## src/rtl/bp_fe_queue_rollback.sv

```systemverilog
// FE->BE instruction queue with speculative read, commit (deq) and rewind (roll).
// Three wrap-bit pointers: write, speculative read and commit checkpoint.
module bp_fe_queue_rollback #(
  parameter int els_p   = 8,
  parameter int width_p = 128
) (
  input  logic               clk_i,
  input  logic               reset_n_i,
  input  logic               clr_i,
  input  logic [width_p-1:0] fe_queue_i,
  input  logic               fe_queue_v_i,
  output logic               fe_queue_ready_o,
  output logic [width_p-1:0] fe_queue_o,
  output logic               fe_queue_v_o,
  input  logic               fe_queue_yumi_i,
  input  logic               fe_queue_deq_i,
  input  logic               fe_queue_roll_i
);

  localparam int idx_w = $clog2(els_p);
  localparam int ptr_w = idx_w + 1;

  logic [width_p-1:0] mem [els_p];

  logic [ptr_w-1:0] wptr, rptr, cptr;
  logic [ptr_w-1:0] wptr_n, rptr_n, cptr_n;

  logic full;
  logic wr;
  logic deq_ok;
  logic yumi_ok;

  // Only committed slots are reusable, so fullness is judged against cptr.
  assign full = (wptr[idx_w-1:0] == cptr[idx_w-1:0])
              & (wptr[ptr_w-1] != cptr[ptr_w-1]);

  assign fe_queue_ready_o = ~full & ~clr_i;
  assign fe_queue_v_o     = (rptr != wptr);
  assign fe_queue_o       = mem[rptr[idx_w-1:0]];

  assign wr      = fe_queue_v_i & fe_queue_ready_o;
  assign deq_ok  = fe_queue_deq_i & (cptr != rptr);
  assign yumi_ok = fe_queue_yumi_i & fe_queue_v_o;

  always_comb begin
    wptr_n = wptr;
    rptr_n = rptr;
    cptr_n = cptr;
    if (clr_i) begin
      wptr_n = '0;
      rptr_n = '0;
      cptr_n = '0;
    end else begin
      if (wr) wptr_n = wptr + 1'b1;
      if (deq_ok) cptr_n = cptr + 1'b1;
      // Rewind lands on the post-deq checkpoint.
      if (fe_queue_roll_i) rptr_n = cptr_n;
      else if (yumi_ok) rptr_n = rptr + 1'b1;
    end
  end

  always_ff @(posedge clk_i or negedge reset_n_i) begin
    if (!reset_n_i) begin
      wptr <= '0;
      rptr <= '0;
      cptr <= '0;
    end else begin
      wptr <= wptr_n;
      rptr <= rptr_n;
      cptr <= cptr_n;
    end
  end

  always_ff @(posedge clk_i) begin
    if (wr) mem[wptr[idx_w-1:0]] <= fe_queue_i;
  end

  a_deq_legal: assert property (
    @(posedge clk_i) disable iff (!reset_n_i)
    (fe_queue_deq_i & ~clr_i) |-> (cptr != rptr)
  );

  a_yumi_legal: assert property (
    @(posedge clk_i) disable iff (!reset_n_i)
    (fe_queue_yumi_i & ~clr_i & ~fe_queue_roll_i) |-> fe_queue_v_o
  );

endmodule

```

## config.mk

```make
export PLATFORM = sky130hd
export DESIGN_NAME = bp_fe_queue_rollback
export DESIGN_NICKNAME = d
export VERILOG_FILES = /design/src/rtl/bp_fe_queue_rollback.sv
export SDC_FILE = /design/constraint.sdc
export NUM_CORES = 1
export LEC_CHECK = 0
export CORE_MARGIN = 2
export CORE_UTILIZATION = 35
export CTS_CLUSTER_SIZE = 10
export DETAILED_ROUTE_END_ITERATION = 8
export GPL_TIMING_DRIVEN = 0
export PLACE_DENSITY = 0.59
export SLEW_MARGIN = 20
export SYNTH_ARGS = -nofsm -noshare
export SYNTH_HDL_FRONTEND = slang
export SYNTH_SLANG_ARGS = --single-unit
```

## constraint.sdc

```tcl
create_clock -name clk_i -period 39.5 [get_ports clk_i]
set_input_delay 7.9 -clock clk_i [delete_from_list [all_inputs] [get_ports clk_i]]
set_output_delay 7.9 -clock clk_i [all_outputs]
set_load 0.005 [all_outputs]
```

==> results.toml <==
[run_status]
status = "finished clean"

[timing]
finalSetupTns_ps = 0
slew_headroom = 0.323
rsz0062_at_grt = "false"
period_needed_ps = 17180
setup_viol = 0
worstMarginPinSlew_ps = 1020
fin_crit_sh = 0.435
fin_worst_skew_ps = 21.8
maxSlewViolCount = 0
hold_violations = 0
max_freq_mhz = 58.2

[setup_path]
worstPathArrival_ps = 9280
worst-path-max-fanout = 4
crit_required_ps = 31600
slowest_delay_ps = 620
path_class = "input pin to output port"
rr_worst_depth = 14
path_cells = "clkdlybuf4s50_1 > a41oi_2 > clkdlybuf4s50_1"
cpMaxStageDelayCell = "clkdlybuf4s50_1"
r2r_end = "mem[0][43]$_DFFE_PP_"
regToRegStartpoint = "wptr[2]$_DFFE_PN0P_"
crit_top_cell = "clkdlybuf4s50_1"
r2r_slack_ps = 35440
cp-end-kind = "output port"
cp-start-kind = "input pin"

[pwr]
power_leakage_nw = 15.2
pwr-share-clk = 0.354
comb_power_share = 0.177
p_seq_frac = 0.468
finalPower_mw = 2.63
swShare = 0.230
p_per_area_nw_per_um2 = 54.2
irDropWorstVdd_v = 0.0000364
p_int_mw = 2.03
p_sw_uw = 606

[worst_hold_path]
holdPathStages = 1
hp-start = "wptr[3]$_DFFE_PN0P_"
holdPathEnd = "wptr[3]$_DFFE_PN0P_"
hold_class = "flop to flop"

[clocking]
cts.sinks = 1036
cts_setup_buffers = 0
cts_resized = 0
path_clk_slew_ps = 60
clock_latency_ps = 700
cts_root_buf = "clkbuf_16"
cts_tree = "built"
htree_levels = 3
cts_made_buffers = 115
cts_buffer_depth = 3
holdBufCountCts = 0

[grt]
grt_usage = 0.162
met2_usage = 0.268
grt-ovfl-total = 0
grt_max_degree = 20
gr-max-usage-layer = "met2"
grt_first_pass_wirelength_mm = 136
use_met1 = 0.210
antenna_found_initial = 20
use_met3 = 0.0476
grt_pass1_vias = 19608

[layout]
nets = 2227
area_growth_pct = 23.8
final_core_util = 0.438
final_layout_size_suffix_gt1_frac = 0.332
final_cell_area_um2 = 48600

[place]
gp_congestion = 0.692
postPlaceCellArea_um2 = 45400
dpl.hpwl_mm = 62.8
io_buffers = 264

[route]
vias = 18006
vias_per_cell = 4.97
drt-initial-drc-count = 1527
post-route-drc-count = 0
drtPass1Iterations = 5
wl_per_cell_um = 25.6
finalWirelength_mm = 92.9
ant_nets = 0

[yosys]
synth.distinct_cells = 28
avgSynthCellArea_um2 = 25.1
ys_ff_latch = 1036
netlist_area_um2 = 39200
yosysWarnings = 0
syn_nets = 1702
async_reset_ff_frac = 0.0116
syn_inst = 1564
ys.flop_type = "edfxtp_1"
synth_edf_count = 1024
yosysSeqAreaShare = 0.791

[job]
drv_cap = 0

[floorplanning]
dieWidth_um = 339
dieHeight_um = 339
die_area_um2 = 115000
io_pins = 265
row_count = 122
coreArea_um2 = 111000
initial_core_util = 0.354
==> sequential cells by signal (all words and copies together), names as in the netlist <==
register,count
wptr,4
mem,1024
cptr,4
rptr,4
==> per-stage QoR <==
stage,std cells,hold WS (ps),setup slack [ps]
final,3621,564,22320
after global routing,3618,581,22280
after CTS,3617,562,22320
after detailed placement,3460,542,22330
after global placement,3316,535,2760
after floorplan,1564,508,18190
==> per-layer routing <==
metal,up-vias,part of all wire
met5,-,0.0022
met1,9608,0.42
met3,156,0.069
met4,30,0.022
met2,463,0.49
li1,7749,-
==> kinds of logic after synthesis <==
logic type / share of synthesized area
xor gates and xnor gates: 0.00402
DFF: 0.791
AOI/OAI and AO/OA: 0.00201
buffers and inverters: 0.0128
and+or+nand+nor: 0.00411
adders and majority gates: 0.000957
muxes: 0.185
==> critical path: cells and delay by family <==
kind / cells / cell delay, ps
buffers and inverters: 2 / 1070
AOI/OAI and AO/OA: 1 / 310
==> worst max path at each step <==
stage                     startpoint                   end  slack (ps)  cells past startpoint
final                          clr_i      fe_queue_ready_o       22320                      3
after global routing           clr_i      fe_queue_ready_o       22280                      3
after detailed placement       clr_i      fe_queue_ready_o       22330                      3
after CTS                      clr_i      fe_queue_ready_o       22320                      3
after floorplan                clr_i   mem[0][0]$_DFFE_PP_       18190                      3
after global placement         clr_i  mem[0][74]$_DFFE_PP_        2760                      4
==> cells in the final DEF (no fill, tap or decap), drive strengths merged <==
cell and instances:
nand3 5, inv 3, diode 4, nand4 1, clkdlybuf4s50 264, o22ai 4, nand2 3, mux2 128
o41ai 1, a41oi 1, xnor2 9, bufinv 1, dfrtp 12, nand3b 2, o21ai 2, and3 1
edfxtp 1024, or2 1, mux2i 4, xor2 9, nor2 9, nand2b 5, clkbuf 176, ha 3
buf 190, nor4 1, nor3 4, mux4 256, clkinv 10
==> synthesized netlist by cell type (5+ instances only) <==
| cell | n | share of area |
|---|---|---|
| buf_1 | 5 | 0.00048 |
| buf_2 | 16 | 0.0020 |
| buf_6 | 24 | 0.0069 |
| clkbuf_1 | 31 | 0.0030 |
| dfrtp_1 | 12 | 0.0077 |
| edfxtp_1 | 1024 | 0.78 |
| mux2_2 | 128 | 0.037 |
| mux4_2 | 256 | 0.15 |
| nand2b_1 | 5 | 0.00080 |
| nand3_1 | 5 | 0.00064 |
| nor2_1 | 9 | 0.00086 |
| xnor2_1 | 9 | 0.0020 |
| xor2_1 | 9 | 0.0020 |
==> cell type report <==
type / count / area, um^2
Buffer: 77 / 494
Timing Repair Buffer: 408 / 4220
Clock buffer: 145 / 3010
Clock inverter: 12 / 165
Sequential cell: 1036 / 31000
Multi-Input combinational cell: 449 / 7730
Tap cell: 1488 / 1860
Inverter: 2 / 7.51
Fill cell: 9382 / 62400
Antenna cell: 4 / 10.0
==> power by group through the flow <==
stage          Clock, mW  Sequential, mW  Combinational [mW]
5_1_grt            0.998            1.23               0.504
4_1_cts            0.962            1.23               0.484
3_3_place_gp           0            1.27               0.471
2_1_floorplan          0            1.26               0.279
6_report           0.932            1.23               0.467
3_5_place_dp           0            1.26               0.482
(Power assumes the default switching activity.)
